## src/rtl/sdp_fifo_pkg.sv

```systemverilog
// Shared helpers for sdp_fifo_ctrl: level port width and wrapping pointer increment.
// Pointers wrap at DEPTH-1, so DEPTH does not have to be a power of two.
package sdp_fifo_pkg;

  function automatic int unsigned lvl_w(input int unsigned depth);
    return $clog2(depth + 2);
  endfunction

  function automatic int unsigned ptr_inc(input int unsigned ptr, input int unsigned depth);
    return (ptr == depth - 1) ? 32'd0 : ptr + 32'd1;
  endfunction

endpackage

```

## src/rtl/sdp_fifo_ctrl.sv

```systemverilog
// FIFO sequencer for an external sdp_mem; push to dout_valid in 2 cycles when empty, 1 word/cycle.
// Reads stall while the head is backpressured; SDP_FIFO_CTRL_LEVEL_EN adds the level output.
module sdp_fifo_ctrl
  import sdp_fifo_pkg::*;
#(
  parameter int unsigned W_DATA = 16,
  parameter int unsigned DEPTH  = 64,
  parameter int unsigned W_ADDR = $clog2(DEPTH)
) (
  input  logic              clk,
  input  logic              rst_n,
  input  logic              flush,
  input  logic [W_DATA-1:0] din_data,
  input  logic              din_valid,
  output logic              din_ready,
  output logic [W_DATA-1:0] dout_data,
  output logic              dout_valid,
  input  logic              dout_ready,
  output logic              mem_ena,
  output logic              mem_wea,
  output logic [W_ADDR-1:0] mem_addra,
  output logic [W_DATA-1:0] mem_dia,
  output logic              mem_enb,
  output logic [W_ADDR-1:0] mem_addrb,
  input  logic [W_DATA-1:0] mem_dob
`ifdef SDP_FIFO_CTRL_LEVEL_EN
  ,
  output logic [lvl_w(DEPTH)-1:0] level
`endif
);

  localparam logic [W_ADDR:0] L_DEPTH = (W_ADDR + 1)'(DEPTH);

  logic [W_ADDR-1:0] r_wr_ptr;
  logic [W_ADDR-1:0] r_rd_ptr;
  logic [W_ADDR:0]   r_mem_cnt;
  logic              r_dout_valid;
  logic              w_push;
  logic              w_pop;
  logic              w_rd_issue;

  assign din_ready  = !flush && (r_mem_cnt < L_DEPTH);
  assign w_push     = din_valid && din_ready;
  assign w_pop      = r_dout_valid && dout_ready;
  // Refill the output register whenever it is empty or being consumed this cycle.
  assign w_rd_issue = !flush && (r_mem_cnt != '0) && (!r_dout_valid || dout_ready);

  assign mem_ena    = w_push;
  assign mem_wea    = w_push;
  assign mem_addra  = r_wr_ptr;
  assign mem_dia    = din_data;
  assign mem_enb    = w_rd_issue;
  assign mem_addrb  = r_rd_ptr;
  assign dout_data  = mem_dob;
  assign dout_valid = r_dout_valid;

  always_ff @(posedge clk or negedge rst_n) begin
    if (!rst_n) begin
      r_wr_ptr     <= '0;
      r_rd_ptr     <= '0;
      r_mem_cnt    <= '0;
      r_dout_valid <= 1'b0;
    end else if (flush) begin
      r_wr_ptr     <= '0;
      r_rd_ptr     <= '0;
      r_mem_cnt    <= '0;
      r_dout_valid <= 1'b0;
    end else begin
      if (w_push) begin
        r_wr_ptr <= W_ADDR'(ptr_inc(32'(r_wr_ptr), DEPTH));
      end
      if (w_rd_issue) begin
        r_rd_ptr <= W_ADDR'(ptr_inc(32'(r_rd_ptr), DEPTH));
      end
      case ({w_push, w_rd_issue})
        2'b10:   r_mem_cnt <= r_mem_cnt + 1'b1;
        2'b01:   r_mem_cnt <= r_mem_cnt - 1'b1;
        default: r_mem_cnt <= r_mem_cnt;
      endcase
      if (w_rd_issue) begin
        r_dout_valid <= 1'b1;
      end else if (w_pop) begin
        r_dout_valid <= 1'b0;
      end
    end
  end

`ifdef SDP_FIFO_CTRL_LEVEL_EN
  assign level = lvl_w(DEPTH)'(r_mem_cnt) + lvl_w(DEPTH)'(r_dout_valid);
`endif

endmodule

```

## config.mk

```make
export PLATFORM = sky130hd
export DESIGN_NAME = sdp_fifo_ctrl
export DESIGN_NICKNAME = d
export VERILOG_FILES = /design/src/rtl/sdp_fifo_pkg.sv /design/src/rtl/sdp_fifo_ctrl.sv
export SDC_FILE = /design/constraint.sdc
export NUM_CORES = 1
export LEC_CHECK = 0
export BUFFER_PORTS_ARGS = -buffer_cell sky130_fd_sc_hd__buf_2
export CAP_MARGIN = 10
export CORE_ASPECT_RATIO = 0.75
export CORE_MARGIN = 4
export CORE_UTILIZATION = 47
export CTS_BUF_LIST = sky130_fd_sc_hd__clkbuf_16
export CTS_CLUSTER_SIZE = 24
export DETAILED_ROUTE_END_ITERATION = 8
export GPL_ROUTABILITY_DRIVEN = 0
export HOLD_SLACK_MARGIN = 0.02
export PLACE_DENSITY = 0.85
export SYNTH_ARGS = -nofsm -noshare
export SYNTH_HDL_FRONTEND = slang
export SYNTH_SLANG_ARGS = --single-unit
```

## constraint.sdc

```tcl
create_clock -name clk -period 4.49 [get_ports clk]
set_input_delay 0.449 -clock clk [delete_from_list [all_inputs] [get_ports clk]]
set_output_delay 0.449 -clock clk [all_outputs]
set_load 0.01 [all_outputs]
```

==> results of run 1 <==
final cells by class:
type | instances | area, sq um | share of cell area
multi-input cells | 113 | 702 | 0.486
flip-flops and latches | 20 | 500 | 0.346
repair buffers | 21 | 105 | 0.0727
clock buffers | 3 | 75.1 | 0.0519
well taps | 38 | 47.5 | 0.0329
inverters | 3 | 11.3 | 0.00779
clock inverters | 1 | 3.75 | 0.00260
cell usage after synthesis (all sizes together) (4+ instances only):
| cell | count |
|---|---|
| a21oi | 11 |
| buf | 36 |
| dfrtp | 20 |
| ha | 4 |
| nand2 | 19 |
| nand3 | 5 |
| nor2 | 15 |
| nor3 | 8 |
| o21ai | 7 |
| xnor2 | 5 |
| xor2 | 5 |
critical path: stages, from the launching register on:
cell	delay (ps)
dfrtp_1	450
or4_4	600
nor2_1	240
nor2_1	130
xor2_1	160
ha_1	220
or4_2	550
o21ai_0	160
nor3_1	80
o31a_1	250
a211oi_1	210
path summary, 6_finish.rpt:
| path | endpoint | slack [ps] | cells after the start |
|---|---|---|---|
| hold / removal | mem_addrb[5] | 130 | 1 |
| hold reg to reg | mem_addrb[5] | 520 | 1 |
| setup reg to reg | r_mem_cnt[6] | 1360 | 10 |
| max in group asynchronous | r_mem_cnt[4] | 4040 | 1 |
| setup / recovery | r_mem_cnt[6] | 1360 | 10 |
| min in group clk | mem_addrb[5] | 520 | 1 |
registers in the layout, summed over array words and instances, names as in the netlist:
register / cells
r_mem_cnt: 7
dout_valid: 1
mem_addrb: 6
mem_addra: 6
power by group:
| part | leakage (uW) | internal (uW) | switching (uW) | total [uW] |
|---|---|---|---|---|
| clock network | 0.0000385 | 119 | 68.8 | 188 |
| logic | 0.000352 | 185 | 252 | 437 |
| registers | 0.000271 | 222 | 58.0 | 280 |
| total | 0.000662 | 526 | 379 | 905 |
cells by family after synthesis:
kind of cell             synth area share
adder cells (fa/ha/maj)            0.0336
AO/OA/AOI/OAI                       0.127
AND/OR/NAND/NOR                     0.224
XOR/XNOR                           0.0588
flip-flops                          0.336
buffers and inverters               0.192
multiplexers                       0.0277
per-layer routing:
| metal | track usage | vias to the layer above | routed length, microns |
|---|---|---|---|
| li1 | - | 552 | - |
| met1 | 0.205 | 530 | 1330 |
| met2 | 0.222 | 49 | 1320 |
| met3 | 0.0555 | 5 | 239 |
| met4 | 0.0500 | 0 | 24 |
| met5 | 0 | - | 0 |
per-stage QoR:
| step | std cells | utilization | cell area, sq um | hold WS [ps] |
|---|---|---|---|---|
| floorplan | 174 | - | 1490 | 153 |
| global placement | 195 | 0.459 | 1370 | 422 |
| detailed placement | 195 | 0.459 | 1370 | 433 |
| CTS | 199 | 0.485 | 1450 | 159 |
| global route | 199 | 0.485 | 1450 | 184 |
| finish | 199 | 0.485 | 1450 | 135 |
==> flow_summary.ini, run 1 <==
[run_status]
outcome = finished, final reports clean

[setup_path]
start_kind = flip-flop
worstPathArrival_ps = 3300
critPathKind = flip-flop to flip-flop
cp-end-kind = flip-flop
reg2reg_from = r_mem_cnt[2]
cp-startpoint = r_mem_cnt[2]
crit_fanout = 7
cp.required_ps = 4650

[detailed_routing]
num_vias = 1136
drtPass1Iterations = 4
postRouteAntennaNets = 0
wire_per_inst_microns = 14.6
drt-total-wl_mm = 2.91
drc = 0
drtIter0Drc = 104
viasPerCell = 5.71

[yosys]
synth-seq-cells = 20
synthFlopType = dfrtp_1
synthTopCellsByArea = dfrtp_1 (34%), buf_4 (17%), nand2_1 (4.8%), nor2_1 (3.8%), a21oi_1 (3.7%)
avgSynthCellArea_sq_um = 8.56
syn_nets = 215
netlist.area_leader.share = 0.336
ys_types = 42
ys_seq_area_frac = 0.336
netlist_instances = 174
yosysTopAreaCell = dfrtp_1
ys_warn_count = 0
synthArstFlopShare = 1.00
synth-edff-count = 0
syn-cell-area_sq_um = 1490

[clocking]
cts_hold_buffers = 0
ctsResizeCount = 0
cts_made_buffers = 3
cts_sinks = 20
clockBufferDepth = 2
postCtsSetupRepairBufs = 0
cts_tree = done
htreeDepth = 1
clock_latency_ps = 260
cts_root_buffer = clkbuf_16
path_clk_slew_ps = 60

[sta]
min_period_over_period = 0.698
slew_headroom = 0.611
worst_slack_ps = 1360
setup_violations = 0
tns_ps = 0
slew_violations = 0
rsz0062_at_grt = false
fmax_mhz = 319
finalClockSkew_ps = 3.06
hold_viol = 0
post-route-min-period_ps = 3130
worstMarginPinSlew_ps = 583

[run]
drv_cap = 0

[floorplanning]
die_h_microns = 56.7
fp.dieW_microns = 73.0
num_rows = 17
top_level_ports = 86
fp.dieArea_sq_um = 4140
core_sq_um = 2980
start_util = 0.500

[power]
p_total_uw = 905
p_leak_uw = 0.000662
powerDensity_nw_per_um2 = 627
ir_worst_vdd_v = 0.000270

[cells_and_area]
fillCellCount = 294
layout-drive-gt1-share = 0.193
nets = 203
layout_commonest_cell = buf_2
area_growth_pct = -2.94
layout_common_cells = buf_2 (21), dfrtp_1 (20), nand2_1 (19)
diodes = 0

[grt]
grt_pass1_wl_mm = 4.99
grt_max_degree = 24
grt_pass1_vias = 1045
grt_util_all_layers = 0.152
antenna_found_initial = 0
gr-total-overflow = 0

[placed_design]
dp_hpwl_mm = 2.08
port_buffers = 21
post-place-ws_ps = 1390

[min_path]
hp-class = primary input to asynchronous set/reset pin
(Power assumes the default switching activity.)
==> run 2, diff against run 1 <==
Settings changed: CORE_UTILIZATION 47 to 40, PLACE_DENSITY 0.85 to 0.77.
Clock period 4.49 ns to 2.75 ns, I/O delays scaled along.
==> flow_summary.ini, run 2 (synthesis results as in run 1) <==
[run_status]
outcome = finished, final reports clean

[setup_path]
slowest_stage = or4_4
cp-end-kind = flip-flop
crit_family = simple AND/OR/NAND/NOR gates
cp_slowest_stage_delay_ps = 520
worstPathArrival_ps = 2800
crit_fanout = 6
path_common_cell = or4_4
critPathKind = flip-flop to flip-flop
start_kind = flip-flop
path_cells = or4_4 > nor2_4 > nor2_2 > xor2_1 > ha_2 > or4_4 > o21ai_1 > nor3_1 > o31a_1 > a211oi_1
worstPathBufferInverterCount = 0
cp.required_ps = 2900

[clocking]
cts_sinks = 20
clock_latency_ps = 250
cts_root_buffer = clkbuf_16
path_clk_slew_ps = 60
htreeDepth = 1
cts_tree = done
cts_made_buffers = 3
clockBufferDepth = 2
ctsResizeCount = 0

[power]
p_total_uw = 1580
ir_worst_vdd_v = 0.000361
p_comb_frac = 0.536
internal_power_uw = 925
switching_share = 0.415
seqPwrFrac = 0.274
p_clk_frac = 0.190
p_leak_uw = 0.000698
powerDensity_nw_per_um2 = 1030
netSwitchingPower_uw = 655

[placed_design]
port_buffers = 21
place_inst = 213
dp_hpwl_mm = 2.20

[sta]
setup_violations = 0
finalClockSkew_ps = 2.65
min_period_over_period = 0.962
worstMarginPinSlew_ps = 638
slew_headroom = 0.574
post-route-min-period_ps = 2640
fmax_mhz = 378
slew_violations = 0
rsz0062_at_grt = false
tns_ps = 0
hold_viol = 0

[detailed_routing]
viasPerCell = 5.32
drc = 0
drtIter0Drc = 44
num_vias = 1159
wire_per_inst_microns = 14.0
drt-total-wl_mm = 3.06
drtPass1Iterations = 4
postRouteAntennaNets = 0

[cells_and_area]
layout_common_cells = buf_2 (21), dfrtp_1 (20), nand2_1 (19)
multiInputGateArea_sq_um = 717
regArea_sq_um = 500
nets = 211
layout_commonest_cell = buf_2
fillCellCount = 360
largest_reg_flops = 7
instances_no_fill = 218
diodes = 0
regMostFlops = r_mem_cnt
area_growth_pct = 3.03
layout-drive-gt1-share = 0.244

[floorplanning]
start_util = 0.435
die_h_microns = 60.8
fp.dieArea_sq_um = 4770
fp.dieW_microns = 78.5
top_level_ports = 86
core_sq_um = 3420
num_rows = 18

[grt]
grt_pass1_vias = 1034
grt_max_degree = 23
antenna_found_initial = 0
grt_pass1_wl_mm = 4.93
gr-total-overflow = 0
grt_util_all_layers = 0.137

[run]
drv_cap = 0

[min_path]
hp-class = primary input to flip-flop
==> run 2: cell count changes in the layout (fill, tap and decap cells not counted) <==
cell	previous run	this run
o21ai_1	1	2
ha_1	4	3
nor2_4	0	1
dlygate4sd3_1	0	1
nor2_2	0	1
or4_2	2	1
nor2_1	15	13
buf_4	0	7
ha_2	0	1
clkinv_1	1	0
or4_4	1	2
o21ai_0	5	4
==> run 2: cell type report <==
class                           instances  area share
Tap cell                               50      0.0408
Multi-Input combinational cell        113       0.467
Sequential cell                        20       0.326
Inverter                                3     0.00734
Timing Repair Buffer                   29       0.109
Clock buffer                            3      0.0489
==> run 2: metrics by stage <==
step	setup WS, ps	util	area (sq um)	hold slack, ps
floorplan	119	-	1500	-20.6
CTS	51.4	0.446	1530	350
finish	105	0.448	1530	357
detailed placement	63.9	0.421	1440	258
global placement	129	0.421	1440	258
global route	10.0	0.448	1530	360
==> run 2: worst min-delay path: cells and delay by family <==
| family | cells | cell delay (ps) |
|---|---|---|
| buf+inv | 2 | 180 |
| compound gates | 1 | 120 |
==> run 2: power groups by stage <==
stage	Combinational [uW]	Clock, uW	Sequential (uW)
3_5_place_dp	819	0	434
2_1_floorplan	656	0	442
5_1_grt	934	317	442
4_1_cts	827	304	431
3_3_place_gp	807	0	431
6_report	847	300	433
==> run 2: layer usage <==
metal,global-route usage,vias to the layer above,routed length (microns)
met2,0.205,34,1290
met4,0.0474,0,34
met3,0.0460,4,194
met5,0,-,0
met1,0.187,558,1540
li1,-,563,-
==> run 2: repair_timing <==
item | CTS | global route
hold endpoints to repair | 20 | 0
setup endpoints to repair | 0 | 2
hold buffers | 1 | 0
setup buffers | 0 | 1
==> run 2: final timing paths <==
kind / start / endpoint / slack (ps) / cells after the start
setup reg to reg: r_mem_cnt[4] / r_mem_cnt[6] / 110 / 10
hold / removal: flush / mem_addrb[3] / 360 / 3
min in group asynchronous: rst_n / r_mem_cnt[2] / 510 / 2
max in group asynchronous: rst_n / mem_addrb[4] / 1920 / 2
hold reg to reg: mem_addrb[5] / mem_addrb[5] / 510 / 1
setup / recovery: r_mem_cnt[4] / r_mem_cnt[6] / 110 / 10
==> run 3, diff against run 2 <==
Settings changed: ABC_AREA set to 1.
==> flow_summary.ini, run 3 <==
[run_status]
outcome = finished, final reports clean

[grt]
use_met2 = 0.200
grt_util_met1 = 0.197
gr-total-overflow = 0
antenna_found_initial = 0
grt-busiest-layer = met2
grt_pass1_wl_mm = 5.17
grt_use_met3 = 0.0424
grt_pass1_vias = 1081
grt_util_all_layers = 0.139
grt_max_degree = 21

[clocking]
postCtsSetupRepairBufs = 0
cts_hold_buffers = 1
clock_latency_ps = 250
htreeDepth = 1
clockBufferDepth = 2
cts_sinks = 20
ctsResizeCount = 0
path_clk_slew_ps = 60
cts_root_buffer = clkbuf_16
cts_tree = done
cts_made_buffers = 3

[detailed_routing]
num_vias = 1250
drtPass1Iterations = 4
drc = 0
drt-total-wl_mm = 3.13
wire_per_inst_microns = 12.5
viasPerCell = 5.00
postRouteAntennaNets = 0
drtIter0Drc = 105

[sta]
hold_viol = 0
finalClockSkew_ps = 3.21
slew_violations = 0
fmax_mhz = 481
worstMarginPinSlew_ps = 487
post-route-min-period_ps = 2080
rsz0062_at_grt = false
setup_violations = 0
whs_ps = 334
worst_slack_ps = 670
tns_ps = 0
min_period_over_period = 0.756
slew_headroom = 0.676

[yosys]
ys_warn_count = 0
synthFlopType = dfrtp_1
synth-edff-count = 0
ys_types = 25
netlist_instances = 205
netlist.area_leader.share = 0.329
synth.most_common_cell = nand2_1
syn_nets = 246
yosysTopAreaCell = dfrtp_1
synthTopCellsByArea = dfrtp_1 (33%), buf_4 (16%), nand2_1 (11%), inv_1 (6.4%), nand3_1 (5.6%)
ys_top_cells_by_count = nand2_1 (43), buf_4 (33), inv_1 (26)
syn-cell-area_sq_um = 1520
ys_seq_area_frac = 0.329
avgSynthCellArea_sq_um = 7.42
synth-seq-cells = 20
synthArstFlopShare = 1.00

[power]
p_leak_uw = 0.000795
powerDensity_nw_per_um2 = 950
netSwitchingPower_uw = 650
p_comb_frac = 0.464
seqPwrFrac = 0.328
switching_share = 0.446
p_clk_frac = 0.208
ir_worst_vdd_v = 0.000532
internal_power_uw = 805

[setup_path]
start_kind = flip-flop
ff2ff_setup_slack_ps = 670
critPathKind = flip-flop to flip-flop
reg2reg_from = r_mem_cnt[3]
cp.required_ps = 2900
worstPathArrival_ps = 2230
reg2reg_to = r_mem_cnt[6]
cp-end-kind = flip-flop
crit_fanout = 7
reg2regPathDepth = 13

[placed_design]
place_inst = 245
dp_hpwl_mm = 2.39
post-place-ws_ps = 694
port_buffers = 21

[floorplanning]
fp.dieW_microns = 79.2
start_util = 0.415
core_sq_um = 3660
fp.dieArea_sq_um = 4860
top_level_ports = 86
die_h_microns = 61.4
num_rows = 19

[cells_and_area]
layout_commonest_cell = nand2_1
area_growth_pct = 0.741
fin_util = 0.418
largest_reg_flops = 7
nets = 240
regMostFlops = r_mem_cnt
layout-drive-gt1-share = 0.182
diodes = 0
layout_common_cells = nand2_1 (43), inv_1 (26), buf_2 (21)
instances_no_fill = 250
fillCellCount = 372

[min_path]
hold_start = dout_ready
hold_path_end = dout_valid
whs_path_depth = 4
hp-class = primary input to flip-flop

[run]
drv_cap = 0
run 3: metal layers:
| metal | vias up | share of wire |
|---|---|---|
| li1 | 621 | - |
| met1 | 566 | 0.49 |
| met2 | 58 | 0.41 |
| met3 | 5 | 0.085 |
| met4 | 0 | 0.011 |
| met5 | - | 0 |
run 3: final cells by class:
class | instances | area (sq um) | area share
clock inverters | 1 | 3.75 | 0.00245
inverters | 28 | 105 | 0.0686
clock buffers | 3 | 75.1 | 0.0490
multi-input cells | 124 | 667 | 0.435
repair buffers | 22 | 115 | 0.0752
well taps | 52 | 65.1 | 0.0425
flip-flops and latches | 20 | 500 | 0.327
run 3: logic make-up after synthesis:
| kind of cell | synth area share |
|---|---|
| AOI/OAI and AO/OA | 0.0905 |
| xor gates and xnor gates | 0.0173 |
| adders and majority gates | 0.0329 |
| buffers and inverters | 0.232 |
| DFF | 0.329 |
| and+or+nand+nor | 0.298 |
run 3: power groups by stage:
stage / Sequential [uW] / Combinational [uW] / Clock [uW]
after floorplan: 471 / 536 / 0
after global placement: 472 / 652 / 0
after detailed placement: 477 / 670 / 0
after CTS: 473 / 677 / 308
after global routing: 484 / 775 / 320
final: 477 / 676 / 303
run 3: through the flow:
step / power (uW) / cell area, sq um
global placement: 1120 / 1440
global route: 1580 / 1530
finish: 1450 / 1530
floorplan: 1010 / 1520
CTS: 1460 / 1530
detailed placement: 1150 / 1440
run 3: worst max-delay path: stages (launching register included):
cell      delay [ps]
dfrtp_1          430
inv_1             90
nand2_1           90
nor2_1           140
nand2_2          130
nand3_4          110
inv_1            110
ha_1             320
inv_1            100
o21bai_1          80
nor2_1           130
nand3_1           90
nand3_1           80
nand2_1           50
run 3: worst max-delay path by stage:
| stage | start | endpoint | slack, ps | cells after the start |
|---|---|---|---|---|
| final | r_mem_cnt[3] | r_mem_cnt[6] | 670 | 13 |
| after CTS | r_mem_cnt[2] | r_mem_cnt[6] | 680 | 13 |
| after floorplan | r_mem_cnt[2] | r_mem_cnt[6] | 920 | 13 |
| after global routing | r_mem_cnt[2] | r_mem_cnt[6] | 500 | 13 |
| after detailed placement | r_mem_cnt[2] | r_mem_cnt[6] | 690 | 13 |
| after global placement | r_mem_cnt[4] | r_mem_cnt[6] | 780 | 13 |
